**src/rtl/axil_pkg.sv**
```systemverilog
// Shared AXI4-Lite definitions for the read and write handlers:
// response codes, default protection bits and the read FSM state type.
package axil_pkg;

    localparam logic [1:0] RESP_OKAY   = 2'b00;
    localparam logic [1:0] RESP_EXOKAY = 2'b01;
    localparam logic [1:0] RESP_SLVERR = 2'b10;
    localparam logic [1:0] RESP_DECERR = 2'b11;

    localparam logic [2:0] ARPROT_DEFAULT = 3'b000;

    typedef enum logic [1:0] {
        IDLE = 2'd0,
        ADDR = 2'd1,
        DATA = 2'd2
    } rd_state_e;

    // AXI-Lite has no exclusive access, so EXOKAY is treated as a failure too.
    function automatic logic resp_is_error(input logic [1:0] resp);
        return resp != RESP_OKAY;
    endfunction

endpackage

```
**src/rtl/axi_read_handler.sv**
```systemverilog
// AXI4-Lite single-beat read initiator: one outstanding read, result returned
// with a one-cycle read_valid pulse.
module axi_read_handler
    import axil_pkg::*;
#(
    parameter int DATA_WIDTH = 32,
    parameter int ADDR_WIDTH = 5
) (
    input  logic                  clk,
    input  logic                  rst,
    input  logic [ADDR_WIDTH-1:0] read_addr,
    input  logic                  start_read,
    output logic                  ready,
    output logic [DATA_WIDTH-1:0] read_data,
    output logic                  read_valid,
    output logic                  read_err,
    output logic [ADDR_WIDTH-1:0] s_axil_araddr,
    output logic [2:0]            s_axil_arprot,
    output logic                  s_axil_arvalid,
    input  logic                  s_axil_arready,
    input  logic [DATA_WIDTH-1:0] s_axil_rdata,
    input  logic [1:0]            s_axil_rresp,
    input  logic                  s_axil_rvalid,
    output logic                  s_axil_rready
);

    rd_state_e             state_q, state_d;
    logic                  ready_q, ready_d;
    logic [DATA_WIDTH-1:0] read_data_q, read_data_d;
    logic                  read_valid_q, read_valid_d;
    logic                  read_err_q, read_err_d;
    logic [ADDR_WIDTH-1:0] araddr_q, araddr_d;
    logic                  arvalid_q, arvalid_d;
    logic                  rready_q, rready_d;

    always_comb begin
        state_d      = state_q;
        ready_d      = ready_q;
        read_data_d  = read_data_q;
        read_valid_d = 1'b0;
        read_err_d   = read_err_q;
        araddr_d     = araddr_q;
        arvalid_d    = arvalid_q;
        rready_d     = rready_q;

        case (state_q)
            IDLE: begin
                if (start_read) begin
                    araddr_d  = read_addr;
                    arvalid_d = 1'b1;
                    ready_d   = 1'b0;
                    state_d   = ADDR;
                end
            end
            ADDR: begin
                if (arvalid_q && s_axil_arready) begin
                    arvalid_d = 1'b0;
                    rready_d  = 1'b1;
                    state_d   = DATA;
                end
            end
            DATA: begin
                if (rready_q && s_axil_rvalid) begin
                    read_data_d  = s_axil_rdata;
                    read_err_d   = resp_is_error(s_axil_rresp);
                    read_valid_d = 1'b1;
                    rready_d     = 1'b0;
                    ready_d      = 1'b1;
                    state_d      = IDLE;
                end
            end
            default: begin
                state_d   = IDLE;
                ready_d   = 1'b1;
                arvalid_d = 1'b0;
                rready_d  = 1'b0;
            end
        endcase
    end

    // Reset abandons any in-flight transaction; the slave is reset alongside.
    always_ff @(posedge clk) begin
        if (rst) begin
            state_q      <= IDLE;
            ready_q      <= 1'b1;
            read_data_q  <= '0;
            read_valid_q <= 1'b0;
            read_err_q   <= 1'b0;
            araddr_q     <= '0;
            arvalid_q    <= 1'b0;
            rready_q     <= 1'b0;
        end else begin
            state_q      <= state_d;
            ready_q      <= ready_d;
            read_data_q  <= read_data_d;
            read_valid_q <= read_valid_d;
            read_err_q   <= read_err_d;
            araddr_q     <= araddr_d;
            arvalid_q    <= arvalid_d;
            rready_q     <= rready_d;
        end
    end

    assign ready          = ready_q;
    assign read_data      = read_data_q;
    assign read_valid     = read_valid_q;
    assign read_err       = read_err_q;
    assign s_axil_araddr  = araddr_q;
    assign s_axil_arprot  = ARPROT_DEFAULT;
    assign s_axil_arvalid = arvalid_q;
    assign s_axil_rready  = rready_q;

endmodule

```
**config.mk**
```make
export PLATFORM = sky130hd
export DESIGN_NAME = axi_read_handler
export DESIGN_NICKNAME = d
export VERILOG_FILES = /design/src/rtl/axil_pkg.sv /design/src/rtl/axi_read_handler.sv
export SDC_FILE = /design/constraint.sdc
export NUM_CORES = 1
export LEC_CHECK = 0
export ABC_AREA = 1
export CAP_MARGIN = 0
export CORE_UTILIZATION = 65
export DETAILED_ROUTE_END_ITERATION = 8
export DONT_BUFFER_PORTS = 1
export PLACE_DENSITY = 0.79
export REMOVE_ABC_BUFFERS = 1
export SLEW_MARGIN = 40
export SYNTH_ARGS = -nofsm -noshare
export SYNTH_HDL_FRONTEND = slang
export SYNTH_SLANG_ARGS = --single-unit
```
**constraint.sdc**
```tcl
create_clock -name clk -period 1.9 [get_ports clk]
set_input_delay 0.38 -clock clk [delete_from_list [all_inputs] [get_ports clk]]
set_output_delay 0.38 -clock clk [all_outputs]
set_load 0.02 [all_outputs]
```
# Word level (Yosys, flattened, before mapping)

Index checks and enable logic that the tools add are counted.

Equality and inequality tests: 5
Bitwise logic cells: 3
Reductions and logical operators: 11
Multiplexer cells: 14

Operators by type and width:

| kind                                                            | number |
|---|---|
| 3-bit AND reduction                                             | 4 |
| 1-bit case mux with 3 select lines                              | 3 |
| 1-bit 2-to-1 mux                                                | 7 |
| 2-bit 2-to-1 mux                                                | 3 |
| 2-bit inequality test, second input constant                    | 3 |
| 2-bit case mux with 3 select lines                              | 1 |
| 2-bit AND reduction                                             | 2 |
| 1-bit NOT                                                       | 3 |
| 2-bit by 1-bit == test with 1-bit output, second input constant | 1 |
| 2-bit == test, second input constant                            | 1 |
| 1-bit logical AND                                               | 2 |
| 2-bit logical NOT                                               | 1 |
| 2-bit nonzero test                                              | 1 |
| 2-bit OR reduction                                              | 1 |

Output and inout port bits: 45
Bits in registers: 44
Input bits: 44

# Depth between registers and ports, before layout

Word-level depth: 3
Gate-level depth with buffers: 7
Depth with buffers taken out: 6

# Worst setup path before layout

Ideal clock, no wire load.

Kind: reg-to-reg
From: register rready_q, in the netlist s_axil_rready
To: register read_data_q[2], in the netlist read_data[2]
Buffers on the path: 1
Data required time: 1.759 ns
Setup slack: 0.629 ns
Cell stages (with the launch flop): 7
Library setup time: 0.141 ns
Clock period less this slack: 1.271 ns
Arrival time: 1.131 ns
Cells stage by stage: dfxtp_1 -> nand2_1 -> nor2_4 -> inv_2 -> buf_6 -> nand2_1 -> a21oi_2

Cells in the longest elaborated chain, start to end: 2

Ends and longest elaborated chain:

| what                                 | line                    | source |
|---|---|---|
| start: declaration                   | axi_read_handler.sv:34  | `logic rready_q, rready_d;` |
| start signal: assignment             | axi_read_handler.sv:100 | `rready_q <= rready_d;` |
| 1-bit logical AND                    | axi_read_handler.sv:63  | `if (rready_q && s_axil_rvalid) begin` |
| 2-bit AND reduction (no source line) | -                       |  |
| end signal: assignment               | axi_read_handler.sv:95  | `read_data_q <= read_data_d;` |
| end: declaration                     | axi_read_handler.sv:29  | `logic [DATA_WIDTH-1:0] read_data_q, read_data_d;` |

No other way between the ends.
A chain may end at the register's enable or synchronous reset.

# Final worst setup path

From: register rready_q, in the netlist s_axil_rready
To: register read_err_q, in the netlist read_err

Cells in the longest elaborated chain, start to end: 2

Ends and longest elaborated chain:

| what                                 | line                   | source |
|---|---|---|
| 1-bit logical AND                    | axi_read_handler.sv:63 |  |
| 2-bit AND reduction (no source line) | -                      |  |
| end signal: assignment               | axi_read_handler.sv:97 | `read_err_q <= read_err_d;` |
| end: declaration                     | axi_read_handler.sv:31 | `logic read_err_q, read_err_d;` |

No other way between the ends.

==> impl_metrics.sql <==
INSERT INTO impl_metrics (metric_group, metric, value, unit) VALUES
('die', 'core', '0.00230', 'mm^2'),
('job', 'timing.max_cap.violations', '0', ''),
('placed_design', 'post_dp_cell_area', '0.00160', 'mm^2'),
('routing', 'drt.antenna.violating_nets', '0', ''),
('final_layout', 'filler_cell_count', '182', ''),
('worst_setup_path', 'regToRegSetupSlack', '0.30', 'ns'),
('logic_synthesis', 'synthesized_instance_count', '203', ''),
('die', 'dieWidth', '52.5', 'um'),
('routing', 'drcViolationCount', '0', ''),
('sta', 'fin_tns_setup', '0', 'ns'),
('die', 'placementRows', '17', ''),
('die', 'initial_utilization', '72.1', '%'),
('sta', 'worst_clock_skew', '0.0110', 'ns'),
('sta', 'rsz_0062_raised_after_global_routing', 'false', ''),
('sta', 'maxClockFrequency', '627', 'MHz'),
('global_routing', 'vias_in_the_first_global_route', '1196', ''),
('final_layout', 'layout.nets', '243', ''),
('logic_synthesis', 'synth_warnings', '0', ''),
('global_routing', 'global_route.usage.total', '25.8', '%'),
('final_layout', 'drive_above_1_share', '12.0', '%'),
('worst_setup_path', 'critical_path.reg2reg.endpoint', 'read_err', ''),
('sta', 'maxSlewHeadroom', '64.1', '%'),
('worst_hold_path', 'min_delay_worst_endpoint', 'read_data[17]', ''),
('worst_hold_path', 'hold_path_depth', '1', ''),
('sta', 'finalHoldWorstSlack', '0.0647', 'ns'),
('worst_setup_path', 'reg2regPathDepth', '5', ''),
('clocking', 'cts.reportedPaths.clkPinSlew', '0.13', 'ns'),
('worst_setup_path', 'worst_setup_path_category', 'reg -> reg', ''),
('clocking', 'postCtsHoldBufs', '0', ''),
('logic_synthesis', 'netlist_top_cells_area', 'sky130_fd_sc_hd__dfxtp_1 (53%), sky130_fd_sc_hd__nand2_1 (19%), sky130_fd_sc_hd__a21oi_1 (9.7%)', ''),
('routing', 'violation_count_after_the_first_detailed_route_iteration', '20', ''),
('routing', 'wl_per_cell', '14.1', 'um'),
('final_layout', 'ant_cells', '0', ''),
('final_layout', 'finished_core_util', '73.2', '%'),
('routing', 'dr.pass1.iters', '5', ''),
('die', 'ios', '89', ''),
('sta', 'layout_worst_path_cycle_share', '84.0', '%'),
('logic_synthesis', 'syn_area_per_cell', '8.16', 'um^2'),
('pwr', 'p_per_area', '945', 'mW/mm^2'),
('routing', 'detail_route.vias_per_cell', '5.69', ''),
('global_routing', 'grt_max_degree', '45', ''),
('placed_design', 'detailed_place_hpwl', '2.22', 'mm'),
('die', 'fp.dieArea', '0.00275', 'mm^2'),
('worst_setup_path', 'regToRegStartpoint', 's_axil_rready', ''),
('clocking', 'clk_root_buffer_cell', 'sky130_fd_sc_hd__clkbuf_4', ''),
('worst_hold_path', 'hold_path_class', 'in -> reg', ''),
('clocking', 'count_of_buffers_added_by_post_cts_timing_repair_for_setup', '0', ''),
('final_layout', 'layout.cell_area.non_filler', '0.00168', 'mm^2'),
('pwr', 'p_leak', '0.556', 'nW'),
('logic_synthesis', 'netlist.top_cell.by_area', 'sky130_fd_sc_hd__dfxtp_1', ''),
('final_layout', 'area_growth', '1.51', '%'),
('final_layout', 'multi_input_area', '654', 'um^2'),
('pwr', 'max-vdd-ir-drop', '0.792', 'mV'),
('clocking', 'ctsLongestPathBuffers', '2', ''),
('logic_synthesis', 'synthesis.area', '0.00166', 'mm^2'),
('worst_setup_path', 'start_kind', 'flip-flop', ''),
('clocking', 'htreeDepth', '2', ''),
('clocking', 'cts_tree', 'built', ''),
('worst_hold_path', 'min_from', 'rst', ''),
('logic_synthesis', 'ff_latch_count_synth', '44', ''),
('logic_synthesis', 'synthDominantCellAreaShare', '53.2', '%'),
('pwr', 'report.power.total', '1.59', 'mW'),
('global_routing', 'grt_antenna_before_repair', '0', ''),
('run_status', 'outcome', 'completed', ''),
('clocking', 'numClockSinks', '44', ''),
('global_routing', 'wire_length_of_the_first_global_routing_pass', '5.02', 'mm'),
('worst_setup_path', 'timing.critical_path.arrival', '1.89', 'ns'),
('die', 'die_outline_height', '52.5', 'um'),
('logic_synthesis', 'post_synth_num_cell_types', '20', ''),
('routing', 'routed_wl', '3.21', 'mm'),
('routing', 'routed_vias', '1298', '');
==> where the power goes <==
group,leakage (nW),switching [mW],internal [mW]
Clock,0.0454,0.299,0.281
Combinational,0.155,0.0306,0.0152
Sequential,0.356,0.0257,0.937
Total,0.556,0.355,1.23
==> sequential cells by signal, summed over array words and instances, names as in the netlist <==
name            cells
s_axil_rready       1
s_axil_arvalid      1
read_err            1
read_data          32
ready               1
state_q             2
read_valid          1
s_axil_araddr       5
==> cell usage in the layout, fill, tap and decap left out, drive strengths merged <==
cell     n
nand2   85
dfxtp   44
a21oi   43
clkbuf   5
inv      5
nand3    4
nor2     4
conb     3
clkinv   2
nand3b   1
o21ai    1
o21bai   1
bufinv   1
buf      1
==> metrics by stage <==
stage	worst slack, ns	std cells
3_5_place_dp	0.331	220
5_1_grt	0.162	228
4_1_cts	0.298	228
2_1_floorplan	0.278	191
3_3_place_gp	0.408	220
6_report	0.304	228
==> cells by family after synthesis <==
kind of cell | Yosys count | synth area share (%)
other | 1 | 0.226
AO/OA/AOI/OAI | 45 | 16.2
AND/OR/NAND/NOR | 94 | 22.6
buffers and inverters | 19 | 7.78
flip-flops | 44 | 53.2
==> layer usage <==
metal  routed length [um]  vias to the layer above  global-route usage [%]
met5                    0                        -                       0
met3                  274                        5                    9.28
met4                   38                        0                    12.3
li1                     -                      635                       -
met1                 1260                      591                    27.1
met2                 1640                       67                    45.1
==> synth_stat cells <==
master / count
sky130_fd_sc_hd__nor2_1: 2
sky130_fd_sc_hd__nand3b_1: 1
sky130_fd_sc_hd__buf_6: 6
sky130_fd_sc_hd__nor2_2: 1
sky130_fd_sc_hd__clkbuf_1: 2
sky130_fd_sc_hd__buf_1: 2
sky130_fd_sc_hd__o21ai_0: 1
sky130_fd_sc_hd__a21oi_2: 11
sky130_fd_sc_hd__a21oi_1: 32
sky130_fd_sc_hd__inv_2: 1
sky130_fd_sc_hd__nand2_1: 84
sky130_fd_sc_hd__dfxtp_1: 44
sky130_fd_sc_hd__nand2_2: 1
sky130_fd_sc_hd__inv_1: 4
sky130_fd_sc_hd__buf_4: 3
sky130_fd_sc_hd__buf_2: 1
sky130_fd_sc_hd__nor2_4: 1
sky130_fd_sc_hd__o21bai_1: 1
sky130_fd_sc_hd__nand3_1: 4
sky130_fd_sc_hd__conb_1: 1
==> final cells by class <==
cell class	instances	area share (%)
clock buffers	5	2.23
clock inverters	3	2.83
inverters	5	1.12
multi-input cells	142	38.9
flip-flops and latches	44	52.4
well taps	28	2.08
repair buffers	1	0.446
==> worst max-delay path, cell delays in order (launching register included) <==
cell	delay (ns)
sky130_fd_sc_hd__dfxtp_1	0.48
sky130_fd_sc_hd__nand2_1	0.16
sky130_fd_sc_hd__nor2_4	0.30
sky130_fd_sc_hd__buf_4	0.30
sky130_fd_sc_hd__o21ai_0	0.15
sky130_fd_sc_hd__a21oi_1	0.15
==> worst max-delay path by stage <==
stage	start	end	slack, ns	cells past startpoint
global placement	s_axil_rready	read_err	0.41	5
CTS	s_axil_rready	read_err	0.30	5
detailed placement	s_axil_rready	read_err	0.33	5
floorplan	s_axil_rready	read_data[12]	0.28	5
global route	s_axil_rready	read_err	0.16	5
finish	s_axil_rready	read_err	0.30	5
(Power assumes the default switching activity.)
